File: src/rtl/pll_rst_seq_pkg.sv
// Shared definitions for the PLL power-up / lock sequencer.
// Holds the sequencer state encoding (also reused by the Wishbone status
// register) and the helper that sizes the shared down-counter.
package pll_rst_seq_pkg;

  localparam int unsigned STATE_W = 3;

  typedef enum logic [STATE_W-1:0] {
    ST_PWRDN     = 3'd0,
    ST_WAIT_LOCK = 3'd1,
    ST_STABLE    = 3'd2,
    ST_RUN       = 3'd3,
    ST_FAIL      = 3'd4
  } state_e;

  // Width of the shared counter: clog2 of the largest interval, plus one.
  function automatic int unsigned seq_cnt_width(input int unsigned a,
                                                input int unsigned b,
                                                input int unsigned c);
    int unsigned m;
    m = a;
    if (b > m) m = b;
    if (c > m) m = c;
    return unsigned'($clog2(m)) + 32'd1;
  endfunction

endpackage

File: src/rtl/pll_rst_seq_sync2_ff.sv
// Generic 2-flop synchronizer for asynchronous level inputs.
// Ports: clk      - destination clock
//        rst_n    - asynchronous active-low reset (flops clear to 0)
//        d        - asynchronous input
//        q        - synchronized output, two clk edges behind d
module sync2_ff #(
  parameter int unsigned W = 1
) (
  input  logic         clk,
  input  logic         rst_n,
  input  logic [W-1:0] d,
  output logic [W-1:0] q
);

  logic [W-1:0] meta;

  // First stage may go metastable; second stage gives it a cycle to settle.
  always_ff @(posedge clk or negedge rst_n) begin
    if (!rst_n) begin
      meta <= '0;
      q    <= '0;
    end else begin
      meta <= d;
      q    <= meta;
    end
  end

endmodule

File: src/rtl/pll_rst_seq.sv
// PLL power-up and lock sequencer, running on the crystal clock.
// Holds the PLL powered down, waits for a stable synchronized LOCK, then
// releases the system reset. Retries on lock timeout, re-sequences on loss
// of lock, and parks in FAIL after MAX_RETRIES timeouts.
// Ports: sys_clk_pad_i - crystal clock (only clock)
//        rst_n_pad_i   - asynchronous active-low reset
//        pll_lock_i    - raw PLL LOCK, asynchronous
//        restart_i     - one-cycle pulse: full re-sequence, clears sticky flags
//        pll_pwrdn_n_o - PLL POWERDOWN pin, 0 = powered down
//        sys_rst_o     - active-high reset for PLL-clocked logic
//        locked_o      - high only in RUN
//        lock_lost_o   - sticky, set on lock loss in RUN
//        fail_o        - high in FAIL
//        retry_cnt_o   - timeouts in the current sequence
module pll_rst_seq
  import pll_rst_seq_pkg::*;
#(
  parameter int unsigned PWRDN_CYCLES        = 64,
  parameter int unsigned LOCK_STABLE_CYCLES  = 1024,
  parameter int unsigned LOCK_TIMEOUT_CYCLES = 65536,
  parameter int unsigned MAX_RETRIES         = 3
) (
  input  logic                               sys_clk_pad_i,
  input  logic                               rst_n_pad_i,
  input  logic                               pll_lock_i,
  input  logic                               restart_i,
  output logic                               pll_pwrdn_n_o,
  output logic                               sys_rst_o,
  output logic                               locked_o,
  output logic                               lock_lost_o,
  output logic                               fail_o,
  output logic [$clog2(MAX_RETRIES+1)-1:0]   retry_cnt_o
);

  localparam int unsigned CW = seq_cnt_width(PWRDN_CYCLES, LOCK_STABLE_CYCLES,
                                             LOCK_TIMEOUT_CYCLES);
  localparam int unsigned RW = $clog2(MAX_RETRIES + 1);

  localparam logic [CW-1:0] CNT_PWRDN   = CW'(PWRDN_CYCLES - 1);
  localparam logic [CW-1:0] CNT_STABLE  = CW'(LOCK_STABLE_CYCLES - 1);
  localparam logic [CW-1:0] CNT_TIMEOUT = CW'(LOCK_TIMEOUT_CYCLES - 1);
  localparam logic [RW-1:0] RETRY_LAST  = RW'(MAX_RETRIES - 1);

  logic          lock_s;
  state_e        state_q, state_d;
  logic [CW-1:0] cnt_q, cnt_d;
  logic [RW-1:0] retry_d;
  logic          lock_lost_d;

  // LOCK synchronizer
  sync2_ff #(.W(1)) u_lock_sync (
    .clk   (sys_clk_pad_i),
    .rst_n (rst_n_pad_i),
    .d     (pll_lock_i),
    .q     (lock_s)
  );

  // Next-state logic. cnt counts down to 0; each timed state is left on the
  // edge that observes 0, so a load of N-1 gives exactly N cycles in state.
  always_comb begin
    state_d     = state_q;
    cnt_d       = cnt_q;
    retry_d     = retry_cnt_o;
    lock_lost_d = lock_lost_o;

    if (restart_i) begin
      state_d     = ST_PWRDN;
      cnt_d       = CNT_PWRDN;
      retry_d     = '0;
      lock_lost_d = 1'b0;
    end else begin
      case (state_q)
        ST_PWRDN: begin
          if (cnt_q == '0) begin
            state_d = ST_WAIT_LOCK;
            cnt_d   = CNT_TIMEOUT;
          end else begin
            cnt_d = cnt_q - CW'(1);
          end
        end
        ST_WAIT_LOCK: begin
          if (lock_s) begin
            state_d = ST_STABLE;
            cnt_d   = CNT_STABLE;
          end else if (cnt_q == '0) begin
            // Increment cannot exceed MAX_RETRIES: the last one goes to FAIL.
            retry_d = retry_cnt_o + RW'(1);
            cnt_d   = CNT_PWRDN;
            state_d = (retry_cnt_o == RETRY_LAST) ? ST_FAIL : ST_PWRDN;
          end else begin
            cnt_d = cnt_q - CW'(1);
          end
        end
        ST_STABLE: begin
          if (!lock_s) begin
            state_d = ST_WAIT_LOCK;
            cnt_d   = CNT_TIMEOUT;
          end else if (cnt_q == '0) begin
            state_d = ST_RUN;
            retry_d = '0;
          end else begin
            cnt_d = cnt_q - CW'(1);
          end
        end
        ST_RUN: begin
          if (!lock_s) begin
            state_d     = ST_PWRDN;
            cnt_d       = CNT_PWRDN;
            retry_d     = '0;
            lock_lost_d = 1'b1;
          end
        end
        ST_FAIL: begin
          state_d = ST_FAIL;
        end
        default: begin
          state_d = ST_PWRDN;
          cnt_d   = CNT_PWRDN;
        end
      endcase
    end
  end

  // State, counter and outputs; outputs are decoded from next-state.
  always_ff @(posedge sys_clk_pad_i or negedge rst_n_pad_i) begin
    if (!rst_n_pad_i) begin
      state_q       <= ST_PWRDN;
      cnt_q         <= CNT_PWRDN;
      retry_cnt_o   <= '0;
      lock_lost_o   <= 1'b0;
      pll_pwrdn_n_o <= 1'b0;
      sys_rst_o     <= 1'b1;
      locked_o      <= 1'b0;
      fail_o        <= 1'b0;
    end else begin
      state_q       <= state_d;
      cnt_q         <= cnt_d;
      retry_cnt_o   <= retry_d;
      lock_lost_o   <= lock_lost_d;
      pll_pwrdn_n_o <= (state_d == ST_WAIT_LOCK) || (state_d == ST_STABLE) ||
                       (state_d == ST_RUN);
      sys_rst_o     <= (state_d != ST_RUN);
      locked_o      <= (state_d == ST_RUN);
      fail_o        <= (state_d == ST_FAIL);
    end
  end

endmodule

File: config.mk
export PLATFORM = sky130hd
export DESIGN_NAME = pll_rst_seq
export DESIGN_NICKNAME = d
export VERILOG_FILES = /design/src/rtl/pll_rst_seq_pkg.sv /design/src/rtl/pll_rst_seq_sync2_ff.sv /design/src/rtl/pll_rst_seq.sv
export SDC_FILE = /design/constraint.sdc
export NUM_CORES = 1
export LEC_CHECK = 0
export BUFFER_PORTS_ARGS = -buffer_cell sky130_fd_sc_hd__clkbuf_2
export CAP_MARGIN = 10
export CORE_AREA = 3 3 64 66
export CTS_BUF_LIST = sky130_fd_sc_hd__clkbuf_16
export DETAILED_ROUTE_END_ITERATION = 8
export DIE_AREA = 0 0 67 69
export GPL_ROUTABILITY_DRIVEN = 1
export PLACE_DENSITY = 0.68
export SKIP_CTS_REPAIR_TIMING = 1
export SLEW_MARGIN = 15
export SYNTH_ARGS = -nofsm -noshare
export SYNTH_HDL_FRONTEND = slang
export SYNTH_HIERARCHICAL = 1
export SYNTH_SLANG_ARGS = --single-unit
export TNS_END_PERCENT = 30
File: constraint.sdc
create_clock -name sys_clk_pad_i -period 2.15 [get_ports sys_clk_pad_i]
set_input_delay 0.1075 -clock sys_clk_pad_i [delete_from_list [all_inputs] [get_ports sys_clk_pad_i]]
set_output_delay 0.1075 -clock sys_clk_pad_i [all_outputs]
set_load 0.005 [all_outputs]
# After elaboration in Yosys (flattened, before gate mapping)
# Cells that the tools add are included.
# totals
regBits	29
in_bits	4
# op_classes
n_eq_ne	18
n_addsub	2
muxes	27
n_reduce_logical	9
# op_table
cell	count
$mux W17	7
$pmux W17 S5	1
$mux W3	8
$logic_not A17 Y1	1
$sub A17 B1 Y17 const B	1
$pmux W3 S5	1
$eq A3 B2 Y1 const B	4
$mux W2	6
$ne A3 B3 Y1 const B	4
$eq A3 B1 Y1 const B	2
$eq A3 B3 Y1 const B	2
$ne A3 B2 Y1 const B	2
$pmux W2 S3	1
$reduce_and A6 Y1	1
$ne A2 B2 Y1 const B	2
$ne A4 B4 Y1 const B	1
$reduce_bool A4 Y1	1
$logic_not A3 Y1	1
$mux W1	3
$reduce_and A3 Y1	1
$add A2 B1 Y2 const B	1
$eq A2 B2 Y1 const B	1
$logic_or A1 B1 Y1	2
$reduce_and A2 Y1	1
$reduce_bool A2 Y1	1

# Longest topological paths before layout
# Gate-level depths: netlist of run 1.
# logic_depth
word_depth	9
ltp_mapped	10

# By module
# Netlist of run 1, hierarchy kept.
# by_module_without_submodules
mod	seq_area_each_um2	cells_each	instances	area_per_inst_um2
pll_rst_seq	684.4	197	1	1701.6
sync2_ff	50.0	2	1	50.0

# Worst setup path after synthesis of run 1
# Ideal clock, no wire load.
# synth_path
path_kind	reg2reg
from	register cnt_q[0]
to	register cnt_q[14]
setup_slack_ns	-0.091
setup_time_ns	0.126
path_stages_with_launch	9
arrival_time_ns	2.115
period_less_slack_ns	2.241
cell_sequence	dfstp_2 inv_1 ha_1 or3b_2 nor2_1 nand2_1 or4_1 and3_1 a221o_1
# synth_via
elab_chain_len	5
word_cells_on_any_way	11
classes_between	add/sub: 1; eq/ne: 1; mux: 7; reduce/logical: 2
# synth_rtl
item	line	text
start: declaration	pll_rst_seq.sv:46	logic [CW-1:0] cnt_q, cnt_d;
start signal: assignment	pll_rst_seq.sv:137	cnt_q <= cnt_d;
$sub A17 B1 Y17 / $logic_not A17 Y1 (equally long branches)	-	
$mux W17 (on tied branches)	pll_rst_seq.sv:98, pll_rst_seq.sv:85	
$mux W17 (on tied branches)	pll_rst_seq.sv:95, pll_rst_seq.sv:82	
$pmux W17 S5	pll_rst_seq.sv:72	case (state_q)
$mux W17	pll_rst_seq.sv:66	if (restart_i) begin
# Several ways; a longest one is shown, not always the timed one. The select of a mux whose other input is x is not followed.
# A chain may end at the register's enable or synchronous reset.

# Worst setup path in the final report of run 1
# Ends and elaborated chain as after synthesis.

==> out/summary.md, run 1 <==
In this run the most critical hold path is launched from restart_i. STA classifies the critical path startpoint as a register. Synthesis produced a netlist with a net count of 206. The synthesized area was 1750 µm²; the count of routing violations after the opening detailed-route iteration was 139.

The tools report the worst reg2reg path startpoint as cnt_q[0]. The first TritonRoute pass finished after 5 iterations. The post-DP HPWL was 3.27 mm. In this design, the largest share of critical-path delay is due to simple AND/OR/NAND/NOR gates. The run gives 1 as the final-report setup violation count. The post-route worst setup slack is -0.0606 ns, and the pin count of the biggest net entering global routing is 30.

The number of buffer and inverter instances along the worst setup path was 3; the worst-skew pair later-pin latency was 0.28 ns. The area growth from synthesis to layout came out at 29.1%. The standard-cell row count was 22. The first global-routing pass estimated 7.42 mm of wire. The power per unit of standard cell area came out at 576 nW/µm².

The mean instance size in the synthesized netlist is 8.80 µm², and the delay of the slowest critical-path stage is 0.38 ns. The logs give 2.36 ns for the data arrival time of the critical path and 2 for the deepest clock path buffer count. The run gives 0.207 as the total global-route track usage. After the last flow step, the layout net total stands at 242. The tools report the maximum clock frequency as 0.452 GHz. The post-layout minimum cycle time works out to 2.21 ns. The area share of the largest cell type after synthesis is 0.314, and the count of yosys warnings during synthesis is 6. The run gives 0 as the final hold violation count. Buffers inserted during clock tree synthesis total 5. sky130_fd_sc_hd__dfrtp_1 is the most common cell in the netlist. In this run the worst setup path begins at cnt_q[0].

Across the run, the number of max-cap violations was 0. The run gives 48 as the number of distinct standard cells referenced by the synthesized netlist. The type of the setup path with the least slack was reg -> reg.

Summed over all instances, the cell type with the most area after synthesis is sky130_fd_sc_hd__dfrtp_1. The detail route stage leaves a number of antenna-violating nets equal to 0. The tools report the synthesized netlist cell count as 199. TritonCTS built the clock tree.

For the critical path data required time, the log shows 2.30 ns. In the synthesized netlist the dominant register cell turns out to be sky130_fd_sc_hd__dfrtp_1. After detailed routing, the number of remaining DRC violations is 0.

The number of storage elements in the synthesis netlist was 29. Counting flops with a built-in enable in the synthesized netlist gives 0. The worst setup path is captured at a register. The final layout contains routed wiring with a total length of 4.73 mm.

On the final layout, the worst clock skew is 0.00635 ns. The fraction of layout instances using a drive strength above 1 was 0.322. The detailed router placed 1744 vias in this run. The run gives 0.876 as the final RePlAce weighted congestion. Measured along the y axis, the die boundary spans 69 µm. The commonest cells after synthesis are sky130_fd_sc_hd__dfrtp_1 (22), sky130_fd_sc_hd__nand2_1 (19), sky130_fd_sc_hd__nor2_1 (17), sky130_fd_sc_hd__o21ai_0 (17), sky130_fd_sc_hd__nor3_1 (11).

The run gives 0.623 as the core occupancy in the finished layout. The final cycle utilization of the critical path is 1.03. The floorplan step defined a core boundary enclosing 3630 µm².

Cell with the largest stage delay on the worst path: sky130_fd_sc_hd__dfstp_2. 11 I/O pins were placed. The routed wire length per instance came out at 16.7 µm. The final-report max-slew violation count is 0, and the number of global-route vias before repair is 1597. The horizontal extent of the die was 67 µm; the mean number of vias per cell was 6.14. In this run the worst path has a maximum fanout of 7. The overflow left after global routing came out at 0.

The logs give 309 µV for the largest voltage drop on the vdd net and 4620 µm² for the die footprint. Clock-pin slew was measured on the worst setup and hold paths at 0.05 ns. Library cell used as clock root buffer: sky130_fd_sc_hd__clkbuf_16. The clock net in this run drives a total of 29 sinks.

In this run the number of H-tree levels came out at 2. The critical path goes through inv_4 > ha_1 > nor4b_2 > nand2_2 > buf_4 > nor2_1 > a2111oi_2 > buf_4 > and3_4 > a221o_1. The number of antenna violations at the first check in global routing is 0, and the initial cell density of the core is 0.482. The most frequent cell on the critical path is sky130_fd_sc_hd__buf_4.

The type of the most critical hold path is in -> reg. The max-slew headroom at the worst pin is 0.538. The number of antenna diodes in the final layout is 0.

Setup repair after global routing could not meet its margin everywhere. For the final routed database, the setup TNS stands at -0.0606 ns. The run gives 0.419 as the proportion of synthesized chip area in sequential cells.

The run finished, with violations left. The proportion of synthesized flip-flops having asynchronous set or reset was 1.00. At the pin with the least slew margin, the transition time is 0.693 ns.

The checks that failed: setup timing. Sorting the synthesized cells by area gives the leading types as sky130_fd_sc_hd__dfrtp_1 (31%), sky130_fd_sc_hd__dfstp_2 (11%), sky130_fd_sc_hd__o21ai_0 (4.9%), sky130_fd_sc_hd__nand2_1 (4.1%), sky130_fd_sc_hd__nor2_1 (3.6%). The count of buffers added on input and output ports is 10. The leakage power is 1.03 nW, and the number of filler cells placed in the layout is 309.
cells in the final DEF (no fill, tap or decap), types with 2 or more instances in the layout:
cell                            count
sky130_fd_sc_hd__inv_4              2
sky130_fd_sc_hd__a22o_1             4
sky130_fd_sc_hd__nand2b_1           5
sky130_fd_sc_hd__a21oi_1            8
sky130_fd_sc_hd__inv_1              7
sky130_fd_sc_hd__clkinv_2           2
sky130_fd_sc_hd__a31oi_1            3
sky130_fd_sc_hd__o31ai_1            4
sky130_fd_sc_hd__buf_4             27
sky130_fd_sc_hd__or2_2              3
sky130_fd_sc_hd__dfrtp_1           22
sky130_fd_sc_hd__a21boi_1           2
sky130_fd_sc_hd__nand2_1           18
sky130_fd_sc_hd__a211oi_1           2
sky130_fd_sc_hd__dlygate4sd3_1      2
sky130_fd_sc_hd__o31a_1             2
sky130_fd_sc_hd__o41ai_1            4
sky130_fd_sc_hd__or3_1              3
sky130_fd_sc_hd__nand3_1            7
sky130_fd_sc_hd__a21o_1             3
sky130_fd_sc_hd__clkbuf_16          5
sky130_fd_sc_hd__clkbuf_2          10
sky130_fd_sc_hd__nor2_1            16
sky130_fd_sc_hd__o211ai_1           4
sky130_fd_sc_hd__nor4_1             3
sky130_fd_sc_hd__or4_1              2
sky130_fd_sc_hd__or4_4              2
sky130_fd_sc_hd__nor3_1            10
sky130_fd_sc_hd__o21ai_0           17
sky130_fd_sc_hd__nand2_2            2
sky130_fd_sc_hd__ha_1               2
sky130_fd_sc_hd__dfstp_2            7
stage by stage:
stage,power (W),setup WS (ns),instance area (µm²),hold slack [ns],std cells
final,0.00130,-0.0606,2260,0.165,284
after global routing,0.00135,-0.134,2260,0.184,284
after CTS,0.00130,-0.117,2140,-0.107,278
after detailed placement,0.000639,-0.105,2000,0.186,270
after global placement,0.000635,-0.0669,2000,0.177,270
after floorplan,0.000607,0.0113,1760,-0.188,199
cell families (layout without fill, tap and decap cells):
| group | Yosys count | in the layout | share of synthesized area |
|---|---|---|---|
| AO/OA/AOI/OAI | 66 | 66 | 0.268 |
| adder cells (fa/ha/maj) | 3 | 3 | 0.0214 |
| XOR/XNOR | 1 | 1 | 0.00500 |
| buffers and inverters | 18 | 55 | 0.0421 |
| AND/OR/NAND/NOR | 82 | 82 | 0.244 |
| flip-flops | 29 | 29 | 0.419 |
worst reg2reg max path: stages (launching register included):
cell	delay, ns
sky130_fd_sc_hd__dfstp_2	0.38
sky130_fd_sc_hd__inv_4	0.07
sky130_fd_sc_hd__ha_1	0.16
sky130_fd_sc_hd__nor4b_2	0.26
sky130_fd_sc_hd__nand2_2	0.14
sky130_fd_sc_hd__buf_4	0.17
sky130_fd_sc_hd__nor2_1	0.20
sky130_fd_sc_hd__a2111oi_2	0.11
sky130_fd_sc_hd__buf_4	0.17
sky130_fd_sc_hd__and3_4	0.17
sky130_fd_sc_hd__a221o_1	0.25
path summary, 6_finish.rpt:
check / endpoint / slack, ns / cells past startpoint
worst max-delay path: cnt_q[14] / -0.06 / 10
worst min-delay path: retry_cnt_o[0] / 0.16 / 2
worst max register to register: cnt_q[14] / -0.06 / 10
worst min register to register: u_lock_sync/q / 0.36 / 0
max in group asynchronous: cnt_q[6] / 1.30 / 2
min in group asynchronous: cnt_q[12] / 0.40 / 2
registers in the layout (all words and copies together), names as in the netlist:
register	flops
u_lock_sync/q	1
u_lock_sync/meta	1
cnt_q	17
sys_rst_o	1
fail_o	1
locked_o	1
lock_lost_o	1
state_q	3
pll_pwrdn_n_o	1
retry_cnt_o	2
per-layer routing:
metal  global-route usage  routed length, µm  share of wire
met1                0.277               2090           0.44
met2                0.303               2230           0.47
met3               0.0586                286          0.060
met4                0.101                126          0.027
met5                    0                  0              0
area by class of cell:
class                      instances  area [µm²]  share of cell area
timing repair buffer              39         273               0.121
clock buffer                       5         125              0.0553
tap                               48        60.1              0.0265
multi-input combinational        152        1020               0.451
clock inverter                     3        13.8             0.00608
inverter                           8        35.0              0.0155
sequential                        29         734               0.325
report_power, final:
part | switching [W] | internal (W) | leakage (nW)
Clock | 0.000232 | 0.000418 | 0.0748
Combinational | 0.0000480 | 0.0000353 | 0.576
Sequential | 0.0000109 | 0.000558 | 0.377
Total | 0.000291 | 0.00101 | 1.03
(Power assumes the default switching activity.)
==> run 2: changes to the inputs <==
Settings changed: BUFFER_PORTS_ARGS -buffer_cell sky130_fd_sc_hd__clkbuf_2 to -buffer_cell sky130_fd_sc_hd__buf_2.
==> run 2 against run 1 <==
  * The run still ends with setup timing left
  * First-iteration DRC count is 29% higher
  * Worst hold slack got worse by 0.027 ns
  * Utilization up 0.069 points
  * Final cell count fell by 1.1%
  * Setup slack gained 0.044 ns
  * Highest routed layer unchanged
==> out/summary.md, run 2 (synthesized netlist as in run 1, its figures left out) <==
More flip-flops sit in one register than any other, and that register is cnt_q. The switching share of power is 0.215. After routing, the total negative slack on setup checks comes to -0.0169 ns. The worst hold path passes through 2 cells. The count of buffers inserted at the top-level ports came out at 10. The logs give 1 for the final-report setup violation count and 1674 for the via count. The clock tree synthesis step divided the H-tree into 2 levels. The initial cell density of the core is 0.482, and the maximum clock skew at final layout is 0.00785 ns.

The worst register-to-register path begins at cnt_q[0]. The overflow left after global routing is 0. The floorplan step defined a die boundary enclosing 4620 µm². Dividing total power by cell area gives a power density of 565 nW/µm². For the final hold violation count, the log shows 0. For the worst-skew pair, the clock arrives at the later sink with an insertion delay of 0.28 ns.

STA puts the critical path data arrival time at 2.32 ns. Setup repair after global routing could not meet its margin everywhere. The final-report max-slew violation count is 0, and the mean number of vias per cell is 5.96. The logs give 0.000276 W for the switching power total and 464 µV for the largest voltage drop on the vdd net. The first detailed-routing pass ran for 4 iterations. Entering global routing, the biggest net connects 30 pins. The routed wire length per instance is 15.9 µm, and the cell count along the critical path is 8.

The flow ran to the end, but the final reports show violations. The area growth from synthesis to layout was 29.3%. For the worst flop-to-flop path, the logic depth is 8.

The endpoint identified for the worst register-to-register timing path is cnt_q[14]. The total inserted antenna cells came out at 0. The final cycle utilization of the critical path was 1.01; the horizontal extent of the die was 67 µm. Total global-route track usage: 0.207.

On the critical path the largest part of the delay comes from simple AND/OR/NAND/NOR gates. The largest single stage delay on the critical path is 0.41 ns. The largest individual stage delay along the critical path comes from the cell sky130_fd_sc_hd__or3b_4.

For the clock sink count, the log shows 29. The filler cells instantiated in the layout total 319. The checks that failed: setup timing. The register with the most flip-flops in the layout has 17 of them.

The tools report the relative contribution of the clock network to total power as 0.499. The tool flagged a number of max-cap violations equal to 0. The maximum clock frequency came out at 0.461 GHz. The type of the most critical hold path was in -> reg. The logs give 0.00100 W for the design internal power and 22 for the standard-cell row count. Wires add up to 4.47 mm.

For the worst setup path, the data required time is 2.30 ns. The wire-length estimate of the detail-placed layout is 3.17 mm. For this design the top-level I/O count stands at 11. The tools report the layout net count as 239. The run gives 0.841 as the final RePlAce weighted congestion. The worst setup path is of the reg -> reg kind. The fraction of layout instances using a drive strength above 1 is 0.313, and the post-layout minimum cycle time is 2.17 ns. The logs give 0.593 for the max-slew headroom at the worst pin and 0 for the total DRC errors in the routed layout. The share of total power in combinational logic is 0.057. For the pin with the worst max-slew slack, the measured transition is 0.610 ns. Across all register-to-register paths, the minimum setup slack is -0.02 ns. In this run the vertical extent of the chip is 69 µm.

The clock passes through at most 2 buffers. STA classifies the critical path startpoint as a register. The commonest non-fill, non-tap cell in the layout is sky130_fd_sc_hd__buf_4.

Traced cell by cell, the critical path runs through inv_2 > ha_4 > or3b_4 > nor2_4 > nand2_2 > or4_1 > and3_1 > a221o_1. In this run the remaining antenna-violating nets after routing total 0. The global-route wire length before repair came out at 7.51 mm.

Leaving out fill and tap cells, the most frequent cells in the layout are sky130_fd_sc_hd__buf_4 (24), sky130_fd_sc_hd__dfrtp_1 (22), sky130_fd_sc_hd__nand2_1 (18). The worst setup path is captured at a register. The post-route worst setup slack was -0.0169 ns. The placeable core region came out at 3630 µm². Number of buffer and inverter instances along the worst setup path: 1. The logs give 0.443 for the sequential share of power and 1050 µm² for the total area of multi-input combinational cells.

Hold is met by 0.138 ns. After clock tree synthesis, the clock-pin slew on the worst setup and hold paths is 0.05 ns. Clock tree synthesis inserted a total of 5 buffers. The tree is rooted in a sky130_fd_sc_hd__clkbuf_16. The detailed router finished its first iteration with 179 violations.

Tracing the worst setup path back leads to its startpoint at cnt_q[0]. The run gives 734 µm² as the register area. TritonCTS built the clock tree. Along the worst path, the maximum fanout reaches 3. The run gives 1589 as the number of global-route vias before repair. The largest registers in the layout are cnt_q x17, state_q x3, retry_cnt_o x2. The capturing instance or port of the critical path is cnt_q[14]. The number of antenna violations at the first check in global routing was 0; the leakage power was 1.01 nW.
[run 2: through the flow]
| stage | util | setup slack [ns] | cell area [µm²] | total power, W | std cells |
|---|---|---|---|---|---|
| 6_report | 0.623 | -0.0169 | 2260 | 0.00128 | 281 |
| 3_5_place_dp | 0.546 | -0.104 | 1990 | 0.000637 | 268 |
| 5_1_grt | 0.623 | -0.0730 | 2260 | 0.00133 | 281 |
| 4_1_cts | 0.584 | -0.102 | 2120 | 0.00129 | 276 |
| 2_1_floorplan | - | 0.0113 | 1760 | 0.000607 | 199 |
| 3_3_place_gp | 0.546 | -0.0640 | 1990 | 0.000635 | 268 |
[run 2: worst min path at each step]
stage	start	to	slack, ns
after floorplan	rst_n_pad_i	cnt_q[10]	-0.19
after global placement	rst_n_pad_i	u_lock_sync/q	0.15
after detailed placement	rst_n_pad_i	u_lock_sync/q	0.16
after CTS	rst_n_pad_i	u_lock_sync/meta	-0.13
after global routing	restart_i	lock_lost_o	0.18
final	restart_i	retry_cnt_o[0]	0.14
[run 2: power groups by stage]
| stage | Sequential [W] | Combinational [W] | Clock (W) |
|---|---|---|---|
| floorplan | 0.000572 | 0.0000356 | 0 |
| finish | 0.000568 | 0.0000735 | 0.000639 |
| global placement | 0.000573 | 0.0000619 | 0 |
| CTS | 0.000565 | 0.0000639 | 0.000658 |
| detailed placement | 0.000573 | 0.0000634 | 0 |
| global route | 0.000568 | 0.0000823 | 0.000683 |
[run 2: layer usage]
metal,global-route usage,part of all wire
met5,0,0
met4,0.0788,0.013
met3,0.0521,0.053
met2,0.317,0.49
met1,0.278,0.45
[run 2: area by class of cell]
type / count / share of cell area
Tap cell: 48 / 0.0265
Clock inverter: 3 / 0.00552
Timing Repair Buffer: 36 / 0.110
Inverter: 8 / 0.0133
Sequential cell: 29 / 0.324
Clock buffer: 5 / 0.0552
Multi-Input combinational cell: 152 / 0.465
